File: config.mk
export PLATFORM = sky130hd
export DESIGN_NAME = btc_enc_src_arb
export DESIGN_NICKNAME = d
export VERILOG_FILES = /design/src/rtl/btc_enc_src_arb.sv
export SDC_FILE = /design/constraint.sdc
export NUM_CORES = 1
export LEC_CHECK = 0
export CORE_UTILIZATION = 36
export DETAILED_ROUTE_END_ITERATION = 8
export GPL_ROUTABILITY_DRIVEN = 0
export PLACE_DENSITY = 0.75
export SLEW_MARGIN = 25
export SYNTH_ARGS = -nofsm -noshare
export SYNTH_HDL_FRONTEND = slang
export SYNTH_SLANG_ARGS = --single-unit
File: constraint.sdc
create_clock -name iclk -period 2 [get_ports iclk]
set_input_delay 0.4 -clock iclk [delete_from_list [all_inputs] [get_ports iclk]]
set_output_delay 0.4 -clock iclk [all_outputs]
set_load 0.02 [all_outputs]
File: src/rtl/btc_enc_src_arb.sv
// Round-robin scheduler sharing one btc_enc_engine between pN_SRC ping-pong input buffers.
// Define BTC_ENC_ARB_FIXED_PRIO_EN for strict priority (source 0 highest) instead of round-robin.
module btc_enc_src_arb #(
  parameter int pN_SRC   = 4,
  parameter int pTAG_W   = 8,
  parameter int pMODE_W  = 2,  // width of btc_code_mode_t
  parameter int pSMODE_W = 2,  // width of btc_short_mode_t
  parameter int pSEL_W   = (pN_SRC > 1) ? $clog2(pN_SRC) : 1
) (
  input  logic                               iclk,
  input  logic                               ireset,
  input  logic                               iclkena,
  input  logic [pN_SRC-1:0]                  isrc_full,
  input  logic [pN_SRC-1:0][pMODE_W-1:0]     isrc_xmode,
  input  logic [pN_SRC-1:0][pMODE_W-1:0]     isrc_ymode,
  input  logic [pN_SRC-1:0][pSMODE_W-1:0]    isrc_smode,
  input  logic [pN_SRC-1:0][pTAG_W-1:0]      isrc_tag,
  output logic [pN_SRC-1:0]                  osrc_empty,
  output logic                               oeng_rbuf_full,
  input  logic                               ieng_rempty,
  input  logic                               ieng_wfull,
  output logic [pMODE_W-1:0]                 oeng_xmode,
  output logic [pMODE_W-1:0]                 oeng_ymode,
  output logic [pSMODE_W-1:0]                oeng_smode,
  output logic [pTAG_W-1:0]                  oeng_tag,
  output logic [pSEL_W-1:0]                  osel,
  output logic                               obusy
);

  // IDLE: arbitrate | GRANT: engine claimed | READ: engine consumes input | FLUSH: await output | RELEASE: bubble
  typedef enum logic [2:0] {
    IDLE    = 3'd0,
    GRANT   = 3'd1,
    READ    = 3'd2,
    FLUSH   = 3'd3,
    RELEASE = 3'd4
  } state_t;

  state_t                state_q, state_d;
  logic [pSEL_W-1:0]     last_sel, last_sel_d;
  logic [pSEL_W-1:0]     winner;
  logic [pSEL_W-1:0]     sel_d;
  logic                  rbuf_full_d;
  logic [pN_SRC-1:0]     empty_d;
  logic [pMODE_W-1:0]    xmode_d, ymode_d;
  logic [pSMODE_W-1:0]   smode_d;
  logic [pTAG_W-1:0]     tag_d;

`ifdef BTC_ENC_ARB_FIXED_PRIO_EN
  always_comb begin
    winner = '0;
    for (int i = pN_SRC - 1; i >= 0; i--) begin
      if (isrc_full[pSEL_W'(i)]) winner = pSEL_W'(i);
    end
  end
`else
  always_comb begin
    int                idx;
    logic              found;
    logic [pSEL_W-1:0] cand;
    winner = '0;
    found  = 1'b0;
    idx    = 0;
    cand   = '0;
    for (int i = 1; i <= pN_SRC; i++) begin
      idx = int'(last_sel) + i;
      if (idx >= pN_SRC) idx = idx - pN_SRC;
      cand = pSEL_W'(idx);
      if (!found && isrc_full[cand]) begin
        winner = cand;
        found  = 1'b1;
      end
    end
  end
`endif

  always_comb begin
    state_d     = state_q;
    last_sel_d  = last_sel;
    sel_d       = osel;
    rbuf_full_d = oeng_rbuf_full;
    empty_d     = '0;
    xmode_d     = oeng_xmode;
    ymode_d     = oeng_ymode;
    smode_d     = oeng_smode;
    tag_d       = oeng_tag;
    case (state_q)
      IDLE: begin
        if (|isrc_full) begin
          sel_d   = winner;
          xmode_d = isrc_xmode[winner];
          ymode_d = isrc_ymode[winner];
          smode_d = isrc_smode[winner];
          tag_d   = isrc_tag[winner];
          state_d = GRANT;
        end
      end
      GRANT: begin
        rbuf_full_d = 1'b1;
        state_d     = READ;
      end
      READ: begin
        if (ieng_rempty) begin
          rbuf_full_d = 1'b0;
          empty_d     = pN_SRC'(1) << osel;
          // a coincident output flush is honoured in the same step
          state_d     = ieng_wfull ? RELEASE : FLUSH;
        end
      end
      FLUSH: begin
        if (ieng_wfull) state_d = RELEASE;
      end
      RELEASE: begin
        last_sel_d = osel;
        state_d    = IDLE;
      end
      default: state_d = IDLE;
    endcase
  end

  always_ff @(posedge iclk or posedge ireset) begin
    if (ireset) begin
      state_q        <= IDLE;
      last_sel       <= pSEL_W'(pN_SRC - 1);
      osel           <= '0;
      oeng_rbuf_full <= 1'b0;
      osrc_empty     <= '0;
      oeng_xmode     <= '0;
      oeng_ymode     <= '0;
      oeng_smode     <= '0;
      oeng_tag       <= '0;
    end else if (iclkena) begin
      state_q        <= state_d;
      last_sel       <= last_sel_d;
      osel           <= sel_d;
      oeng_rbuf_full <= rbuf_full_d;
      osrc_empty     <= empty_d;
      oeng_xmode     <= xmode_d;
      oeng_ymode     <= ymode_d;
      oeng_smode     <= smode_d;
      oeng_tag       <= tag_d;
    end
  end

  assign obusy = (state_q == GRANT) || (state_q == READ) || (state_q == FLUSH);

endmodule

==> flow_metrics.env, run 1 <==
export IMPL_post_route_drc_count=6
export IMPL_reg2regPathDepth=6
export IMPL_path_class="input port to register"
export IMPL_cts_made_buffers=3
export IMPL_nets=342
export IMPL_die_w_um=70.6
export IMPL_yosys_area_top_type="dfrtp_1"
export IMPL_syn_avg_cell_area_um2=10.2
export IMPL_synthCells=166
export IMPL_core_rowCount=24
export IMPL_layout_cells_non_filler=328
export IMPL_rsz0062_at_grt="yes"
export IMPL_slew_headroom=0.770
export IMPL_chipHeight_um=70.6
export IMPL_crit_required_ns=2.16
export IMPL_postRouteAntennaNets=0
export IMPL_async_reset_ff_frac=1.00
export IMPL_peakVddDrop_v=0.000538
export IMPL_p_leak_nw=1.25
export IMPL_start_kind="input port"
export IMPL_worstPathMaxFanout=6
export IMPL_max_cap_viol_count=0
export IMPL_layout_commonest_cell="clkdlybuf4s50_1"
export IMPL_synth_edf_count=0
export IMPL_antenna_found_initial=0
export IMPL_worst_setup_path_end_kind="register"
export IMPL_yosys_area_top_type_share=0.354
export IMPL_antenna_cells=0
export IMPL_place_hpwl_um=3510
export IMPL_skew_ns=0.00449
export IMPL_final_layout_size_suffix_gt1_frac=0.272
export IMPL_ios=87
export IMPL_arrival_ns=2.24
export IMPL_clk_latency_ns=0.27
export IMPL_fill_cells=348
export IMPL_grt_use_met3=0.0456
export IMPL_placed_cells=308
export IMPL_htree_levels=1
export IMPL_final_cell_mix="clkdlybuf4s50_1 (84), dfrtp_1 (24), buf_4 (21)"
export IMPL_multi_input_area_um2=1070
export IMPL_min_period_over_period=1.04
export IMPL_grt_pass1_wl_um=8490
export IMPL_die_area_um2=4990
export IMPL_synth_nets=231
export IMPL_timing_hold_violations_final=0
export IMPL_cts_tree="yes"
export IMPL_top_usage_layer="met2"
export IMPL_wl_um=5580
export IMPL_wl_per_cell_um=17.0
export IMPL_dr_pass1_iters=6
export IMPL_seq_area_um2=653
export IMPL_status="complete, but fails checks"
export IMPL_core_um2=4440
export IMPL_cts_clk_slew_worst_paths_ns=0.09
export IMPL_start_util=0.381
export IMPL_yosysSeqAreaShare=0.385
export IMPL_numClockSinks=26
export IMPL_drt_iter0_drc=96
export IMPL_synthFlopType="dfrtp_1"
export IMPL_min_period_ns=2.08
export IMPL_cts_root_buf="clkbuf_8"
export IMPL_ctsLongestPathBuffers=2
export IMPL_ys_ff_latch=26
export IMPL_grt_max_degree=27
export IMPL_viasPerCell=5.50
export IMPL_use_met2=0.405
export IMPL_worstHoldPathType="input port to async pin"
export IMPL_power_density_nw_per_um2=1170
export IMPL_grt_use_total=0.218
export IMPL_yosysWarnings=0
export IMPL_fmax_mhz=481
export IMPL_grt_pass1_vias=1813
export IMPL_final_setup_viol_count=14
export IMPL_maxSlewViolCount=0
export IMPL_ys_types=33
export IMPL_met1_usage=0.261
export IMPL_setup_slack_ns=-0.0802
export IMPL_area_delta_synth_final_pct=78.5
export IMPL_violations="design-rule violations, negative setup slack"
export IMPL_grt_overflow_total=0
export IMPL_synth_area_um2=1700
export IMPL_vias=1803
export IMPL_io_buffers=86
export IMPL_synthTopCellsByArea="dfrtp_1 (35%), mux2_2 (11%), mux2i_1 (8.9%)"
export IMPL_tightest_slew_ns=0.344
export IMPL_fin_hold_ws_ns=0.496
==> stage by stage <==
| stage | total power [mW] | setup WS [ns] | TNS [ns] | util | area, µm² |
|---|---|---|---|---|---|
| after floorplan | 1.99 | 0.0347 | 0 | - | 1700 |
| after global placement | 2.78 | -0.344 | -5.03 | 0.613 | 2720 |
| after detailed placement | 2.82 | -0.398 | -5.74 | 0.613 | 2720 |
| after CTS | 3.34 | -0.00285 | -0.00393 | 0.652 | 2900 |
| after global routing | 3.73 | -0.137 | -1.69 | 0.681 | 3030 |
| final | 3.54 | -0.0802 | -0.866 | 0.681 | 3030 |
==> Yosys cell counts (3+ instances only) <==
cell and number:
inv_1 9, buf_6 3, o22ai_1 3, nand3_2 11, o21ai_0 7, nand2_1 6, a221o_1 14, mux2i_1 15
a21oi_1 5, mux2_2 16, dfrtp_1 24, nand3_1 21, nor2_1 4, buf_2 4
==> layout make-up <==
class / instances / area share
repair buffers: 114 / 0.383
multi-input cells: 123 / 0.354
flip-flops and latches: 26 / 0.216
well taps: 52 / 0.0215
clock buffers: 4 / 0.0149
inverters: 9 / 0.0112
==> per-layer routing <==
| layer | share of wire | vias to the layer above | routed length [µm] |
|---|---|---|---|
| li1 | - | 849 | - |
| met1 | 0.40 | 877 | 2250 |
| met3 | 0.067 | 6 | 376 |
| met2 | 0.52 | 71 | 2900 |
| met5 | 0 | - | 0 |
| met4 | 0.0097 | 0 | 54 |
==> final timing paths <==
check                                          start                        end  slack, ns
setup / recovery                        isrc_full[1]    oeng_tag[3]$_DFFE_PP0P_      -0.08
hold / removal                                ireset    oeng_tag[3]$_DFFE_PP0P_       0.50
setup reg to reg             last_sel[1]$_DFFE_PP1P_    oeng_tag[3]$_DFFE_PP0P_      -0.07
hold reg to reg            osrc_empty[0]$_DFFE_PP0P_  osrc_empty[0]$_DFFE_PP0P_       0.50
max in group asynchronous                     ireset    last_sel[1]$_DFFE_PP1P_       1.20
min in group iclk          osrc_empty[0]$_DFFE_PP0P_  osrc_empty[0]$_DFFE_PP0P_       0.50
==> power by group <==
part / leakage, nW / internal (mW) / switching, mW
Sequential: 0.326 / 0.753 / 0.207
Combinational: 0.897 / 1.25 / 1.02
Clock: 0.0228 / 0.143 / 0.161
Total: 1.25 / 2.15 / 1.39
==> cells by family (layout without fill, tap and decap cells) <==
logic type,count (synthesis),in the layout,synth area share
simple gates,53,57,0.198
compound gates,35,35,0.155
mux,31,31,0.195
flops,26,26,0.385
buf+inv,21,127,0.0672
==> worst max-delay path: stages <==
cell,delay [ns]
clkdlybuf4s50_1,0.48
mux2i_2,0.20
o22ai_2,0.11
a21oi_4,0.26
clkbuf_16,0.21
mux2_4,0.30
a221o_1,0.28
==> what timing repair did <==
item	4_1_cts	5_1_grt
resized for setup	13	12
hold buffers	0	0
gates cloned	4	2
endpoints found under the hold margin	0	0
setup endpoints to repair	15	14
setup buffers	6	4
pin swaps	6	14
==> state kept, by name, summed over array words and instances, names as in the netlist <==
signal          cells
osrc_empty          4
oeng_tag            8
last_sel            2
state_q             3
oeng_smode          2
oeng_xmode          2
oeng_ymode          2
osel                2
oeng_rbuf_full      1
No activity file was read; power rests on OpenSTA's default activity.
==> run 2, diff against run 1 <==
--- a/config.mk
+++ b/config.mk
@@ -5,6 +5,7 @@
 export SDC_FILE = /design/constraint.sdc
 export NUM_CORES = 1
 export LEC_CHECK = 0
+export CORE_MARGIN = 2
 export CORE_UTILIZATION = 36
 export DETAILED_ROUTE_END_ITERATION = 8
 export GPL_ROUTABILITY_DRIVEN = 0
==> run 2 against run 1 <==
Effect of this change: the run ends with negative setup slack left; count of clock-buffer cells in the layout decreased by 1; global-route usage decreased by 1.1 points; final cell count unchanged; design area increased by 1.3%; highest routed layer unchanged.
==> flow_metrics.env, run 2 (synthesized netlist as in run 1, its figures left out) <==
export IMPL_status="complete, but fails checks"
export IMPL_violations="negative setup slack"
export IMPL_wl_per_cell_um=16.7
export IMPL_cts_made_buffers=3
export IMPL_grt_pass1_vias=1778
export IMPL_slew_headroom=0.775
export IMPL_max_cap_viol_count=0
export IMPL_peakVddDrop_v=0.000624
export IMPL_grt_pass1_wl_um=8530
export IMPL_grt_overflow_total=0
export IMPL_fmax_mhz=498
export IMPL_chipHeight_um=72.6
export IMPL_worstPathMaxFanout=5
export IMPL_top_regs="oeng_tag (8), osrc_empty (4), state_q (3)"
export IMPL_arrival_ns=2.16
export IMPL_skew_ns=0.00245
export IMPL_worst_setup_path_end_kind="register"
export IMPL_htree_levels=1
export IMPL_io_buffers=86
export IMPL_tns_ns=-0.0144
export IMPL_fill_cells=348
export IMPL_tightest_slew_ns=0.338
export IMPL_nets=342
export IMPL_numClockSinks=26
export IMPL_ios=87
export IMPL_worstHoldPathType="input port to async pin"
export IMPL_multi_input_area_um2=1090
export IMPL_clk_latency_ns=0.27
export IMPL_max_stage_delay_ns=0.56
export IMPL_place_hpwl_um=3620
export IMPL_core_um2=4440
export IMPL_setup_slack_ns=-0.00904
export IMPL_power_density_nw_per_um2=1200
export IMPL_postRouteAntennaNets=0
export IMPL_final_setup_viol_count=2
export IMPL_path_class="register to register"
export IMPL_ctsLongestPathBuffers=2
export IMPL_final_layout_size_suffix_gt1_frac=0.275
export IMPL_layout_commonest_cell="clkdlybuf4s50_1"
export IMPL_timing_hold_violations_final=0
export IMPL_die_area_um2=5270
export IMPL_slowest_stage="dfstp_2"
export IMPL_drt_iter0_drc=83
export IMPL_antenna_found_initial=0
export IMPL_maxSlewViolCount=0
export IMPL_antenna_cells=0
export IMPL_vias=1774
export IMPL_grt_max_degree=27
export IMPL_largest_register_ffs=8
export IMPL_layout_cells_non_filler=328
export IMPL_final_cell_mix="clkdlybuf4s50_1 (83), dfrtp_1 (24), buf_4 (22)"
export IMPL_grt_use_total=0.206
export IMPL_post_route_drc_count=0
export IMPL_start_util=0.381
export IMPL_cts_tree="yes"
export IMPL_core_rowCount=24
export IMPL_dr_pass1_iters=4
export IMPL_r2r_start="last_sel[1]$_DFFE_PP1P_"
export IMPL_min_period_over_period=1.00
export IMPL_fin_hold_ws_ns=0.487
export IMPL_cts_clk_slew_worst_paths_ns=0.09
export IMPL_area_delta_synth_final_pct=80.8
export IMPL_cts_root_buf="clkbuf_8"
export IMPL_p_leak_nw=1.28
export IMPL_cpMostUsedCell="buf_12"
export IMPL_min_period_ns=2.01
export IMPL_wl_um=5490
export IMPL_rsz0062_at_grt="yes"
export IMPL_hold_buffers=0
export IMPL_regMostFlops="oeng_tag"
export IMPL_seq_area_um2=653
export IMPL_reg2regPathDepth=7
export IMPL_crit_chain="mux2i_1, o22ai_2, a21oi_4, buf_12, buf_12, mux2_4, a221o_1"
export IMPL_reg2reg_to="oeng_tag[1]$_DFFE_PP0P_"
export IMPL_r2r_slack_ns=-0.009
export IMPL_viasPerCell=5.41
export IMPL_start_kind="register"
export IMPL_die_w_um=72.6
export IMPL_place_ws_ns=-0.422
export IMPL_placed_cells=308
export IMPL_crit_required_ns=2.15
run 2: worst max-delay path: cells and delay by family (launching register included):
kind / cells / cell delay (ns)
DFF: 1 / 0.56
AOI/OAI and AO/OA: 3 / 0.54
muxes: 2 / 0.51
buffers and inverters: 2 / 0.26
run 2: per-layer routing:
layer  wire (µm)  GRT usage
met4          13     0.0247
met3         417     0.0497
met5           0          0
met2        2860      0.380
met1        2200      0.250
run 2: metrics by stage:
stage / total power, mW / util / area (µm²)
floorplan: 1.99 / - / 1700
global placement: 2.78 / 0.613 / 2720
detailed placement: 2.82 / 0.613 / 2720
CTS: 3.43 / 0.652 / 2900
global route: 3.88 / 0.690 / 3070
finish: 3.68 / 0.690 / 3070
run 2: what timing repair did:
action | 4_1_cts | 5_1_grt
gates resized for setup | 13 | 17
gates cloned | 4 | 2
setup buffers | 5 | 5
pin swaps | 5 | 14
setup endpoints to repair | 15 | 14
run 2: power breakdown:
part / leakage (nW) / internal [mW] / switching, mW
registers: 0.326 / 0.753 / 0.191
logic: 0.915 / 1.27 / 1.04
clock network: 0.0357 / 0.267 / 0.166
run 2: worst max path at each step:
stage / startpoint / to / slack [ns] / cells after the start
after floorplan: last_sel[1]$_DFFE_PP1P_ / oeng_smode[0]$_DFFE_PP0P_ / 0.03 / 6
after global placement: isrc_full[2] / oeng_smode[0]$_DFFE_PP0P_ / -0.38 / 7
after detailed placement: isrc_full[2] / oeng_tag[1]$_DFFE_PP0P_ / -0.42 / 7
after CTS: last_sel[1]$_DFFE_PP1P_ / oeng_tag[1]$_DFFE_PP0P_ / -0.02 / 6
after global routing: last_sel[1]$_DFFE_PP1P_ / oeng_tag[4]$_DFFE_PP0P_ / -0.09 / 7
final: last_sel[1]$_DFFE_PP1P_ / oeng_tag[1]$_DFFE_PP0P_ / -0.009 / 7
run 2: layout make-up:
cell class              instances  share of cell area
multi-input cells             123               0.356
clock buffers                   3              0.0135
flip-flops and latches         26               0.213
clock inverters                 1             0.00980
well taps                      52              0.0212
inverters                       9              0.0110
repair buffers                114               0.376
==> run 3, diff against run 2 <==
--- a/config.mk
+++ b/config.mk
@@ -10,6 +10,7 @@
 export DETAILED_ROUTE_END_ITERATION = 8
 export GPL_ROUTABILITY_DRIVEN = 0
 export PLACE_DENSITY = 0.75
+export SKIP_LAST_GASP = 1
 export SLEW_MARGIN = 25
 export SYNTH_ARGS = -nofsm -noshare
 export SYNTH_HDL_FRONTEND = slang
==> run 3 against run 2 <==
Effect of this change: the flow still finishes with violations (negative setup slack); non-clock buffer count fell by 4; power is 6.1% lower; worst setup slack got worse by 0.039 ns; via count down 2.3%; register-to-register slack got worse by 0.03 ns; critical path type is now input port to register; largest cell class unchanged; highest routed layer unchanged.
==> flow_metrics.env, run 3 (synthesized netlist as in run 1, its figures left out) <==
export IMPL_fill_cells=374
export IMPL_antenna_cells=0
export IMPL_grt_pass1_vias=1778
export IMPL_slowest_stage="clkdlybuf4s50_1"
export IMPL_setup_slack_ns=-0.0484
export IMPL_reg2reg_to="oeng_tag[1]$_DFFE_PP0P_"
export IMPL_grt_overflow_total=0
export IMPL_start_kind="input port"
export IMPL_final_area_um2=2930
export IMPL_cts_root_buf="clkbuf_8"
export IMPL_wl_per_cell_um=16.0
export IMPL_post_route_drc_count=0
export IMPL_hold_buffers=0
export IMPL_worstPathMaxFanout=9
export IMPL_viasPerCell=5.35
export IMPL_min_period_ns=2.05
export IMPL_max_cap_viol_count=0
export IMPL_io_buffers=86
export IMPL_critPathBufInv=2
export IMPL_wl_um=5170
export IMPL_placed_area_um2=2720
export IMPL_final_setup_viol_count=14
export IMPL_peakVddDrop_v=0.000614
export IMPL_ctsLongestPathBuffers=2
export IMPL_worst_setup_path_end_kind="register"
export IMPL_p_leak_nw=1.18
export IMPL_start_util=0.381
export IMPL_grt_max_degree=27
export IMPL_regMostFlops="oeng_tag"
export IMPL_slew_headroom=0.774
export IMPL_top_regs="oeng_tag (8), osrc_empty (4), state_q (3)"
export IMPL_min_period_over_period=1.02
export IMPL_timing_hold_violations_final=0
export IMPL_placed_cells=308
export IMPL_power_density_nw_per_um2=1180
export IMPL_crit_chain="clkdlybuf4s50_1, mux2i_1, o22ai_1, a21oi_4, buf_12, mux2_2, a221o_1"
export IMPL_violations="negative setup slack"
export IMPL_status="complete, but fails checks"
export IMPL_fmax_mhz=488
export IMPL_grt_use_total=0.206
export IMPL_final_cell_mix="clkdlybuf4s50_1 (84), dfrtp_1 (24), buf_4 (21)"
export IMPL_max_stage_delay_ns=0.47
export IMPL_finalPower_mw=3.46
export IMPL_chipHeight_um=72.6
export IMPL_final_layout_size_suffix_gt1_frac=0.254
export IMPL_arrival_ns=2.20
export IMPL_htree_levels=1
export IMPL_area_delta_synth_final_pct=72.6
export IMPL_maxSlewViolCount=0
export IMPL_cp_top_family="compound AO/OA/AOI/OAI gates"
export IMPL_drt_iter0_drc=103
export IMPL_nets=338
export IMPL_clk_latency_ns=0.27
export IMPL_postRouteAntennaNets=0
export IMPL_r2r_slack_ns=-0.04
export IMPL_place_hpwl_um=3620
export IMPL_cts_made_buffers=3
export IMPL_crit_required_ns=2.15
export IMPL_largest_register_ffs=8
export IMPL_final_core_util=0.659
export IMPL_core_rowCount=24
export IMPL_vias=1733
export IMPL_antenna_found_initial=0
export IMPL_die_w_um=72.6
export IMPL_die_area_um2=5270
export IMPL_core_um2=4440
export IMPL_cts_clk_slew_worst_paths_ns=0.09
export IMPL_dr_pass1_iters=4
export IMPL_fin_hold_ws_ns=0.489
export IMPL_reg2regPathDepth=6
export IMPL_tns_ns=-0.360
export IMPL_cp_startpoint="isrc_full[1]"
export IMPL_rsz0062_at_grt="yes"
export IMPL_cts_tree="yes"
export IMPL_layout_cells_non_filler=324
export IMPL_layout_commonest_cell="clkdlybuf4s50_1"
export IMPL_skew_ns=0.00385
export IMPL_r2r_start="last_sel[1]$_DFFE_PP1P_"
export IMPL_numClockSinks=26
export IMPL_ios=87
export IMPL_grt_pass1_wl_um=8530
export IMPL_place_ws_ns=-0.422
export IMPL_tightest_slew_ns=0.338
export IMPL_worstHoldPathType="input port to async pin"
export IMPL_path_class="input port to register"
[run 3: worst max-delay path by stage]
| stage | end | slack, ns | cells after the start |
|---|---|---|---|
| detailed placement | oeng_tag[1]$_DFFE_PP0P_ | -0.42 | 7 |
| global placement | oeng_smode[0]$_DFFE_PP0P_ | -0.38 | 7 |
| floorplan | oeng_smode[0]$_DFFE_PP0P_ | 0.03 | 6 |
| global route | oeng_tag[1]$_DFFE_PP0P_ | -0.09 | 6 |
| finish | oeng_tag[1]$_DFFE_PP0P_ | -0.05 | 7 |
| CTS | oeng_tag[1]$_DFFE_PP0P_ | -0.03 | 7 |
[run 3: report_power, final]
| part | internal, mW | switching [mW] |
|---|---|---|
| sequential | 0.753 | 0.186 |
| combinational | 1.11 | 0.973 |
| clock | 0.267 | 0.166 |
[run 3: final cells by class]
class / count / area [µm²] / share of cell area
Clock buffer: 3 / 41.3 / 0.0141
Clock inverter: 1 / 30.0 / 0.0103
Inverter: 9 / 33.8 / 0.0115
Multi-Input combinational cell: 123 / 1020 / 0.350
Sequential cell: 26 / 653 / 0.223
Tap cell: 52 / 65.1 / 0.0222
Timing Repair Buffer: 110 / 1080 / 0.369
[run 3: routing by layer]
layer  GRT usage  vias to the layer above  part of all wire
li1            -                      833                 -
met4      0.0247                        0            0.0025
met3      0.0497                        2             0.074
met5           0                        -                 0
met2       0.380                       65              0.51
met1       0.250                      833              0.41
[run 3: timing repair]
item | 4_1_cts | 5_1_grt
pin swaps | 5 | 0
resized for setup | 11 | 1
endpoints found under the setup margin | 15 | 15
buffers inserted | 5 | 3
cloned | 4 | 0
[run 3: worst reg2reg max path: cells and delay by family (launching register included)]
family | cells | cell delay [ns]
AO/OA/AOI/OAI | 3 | 0.67
flip-flops | 1 | 0.56
multiplexers | 2 | 0.53
buffers and inverters | 1 | 0.16
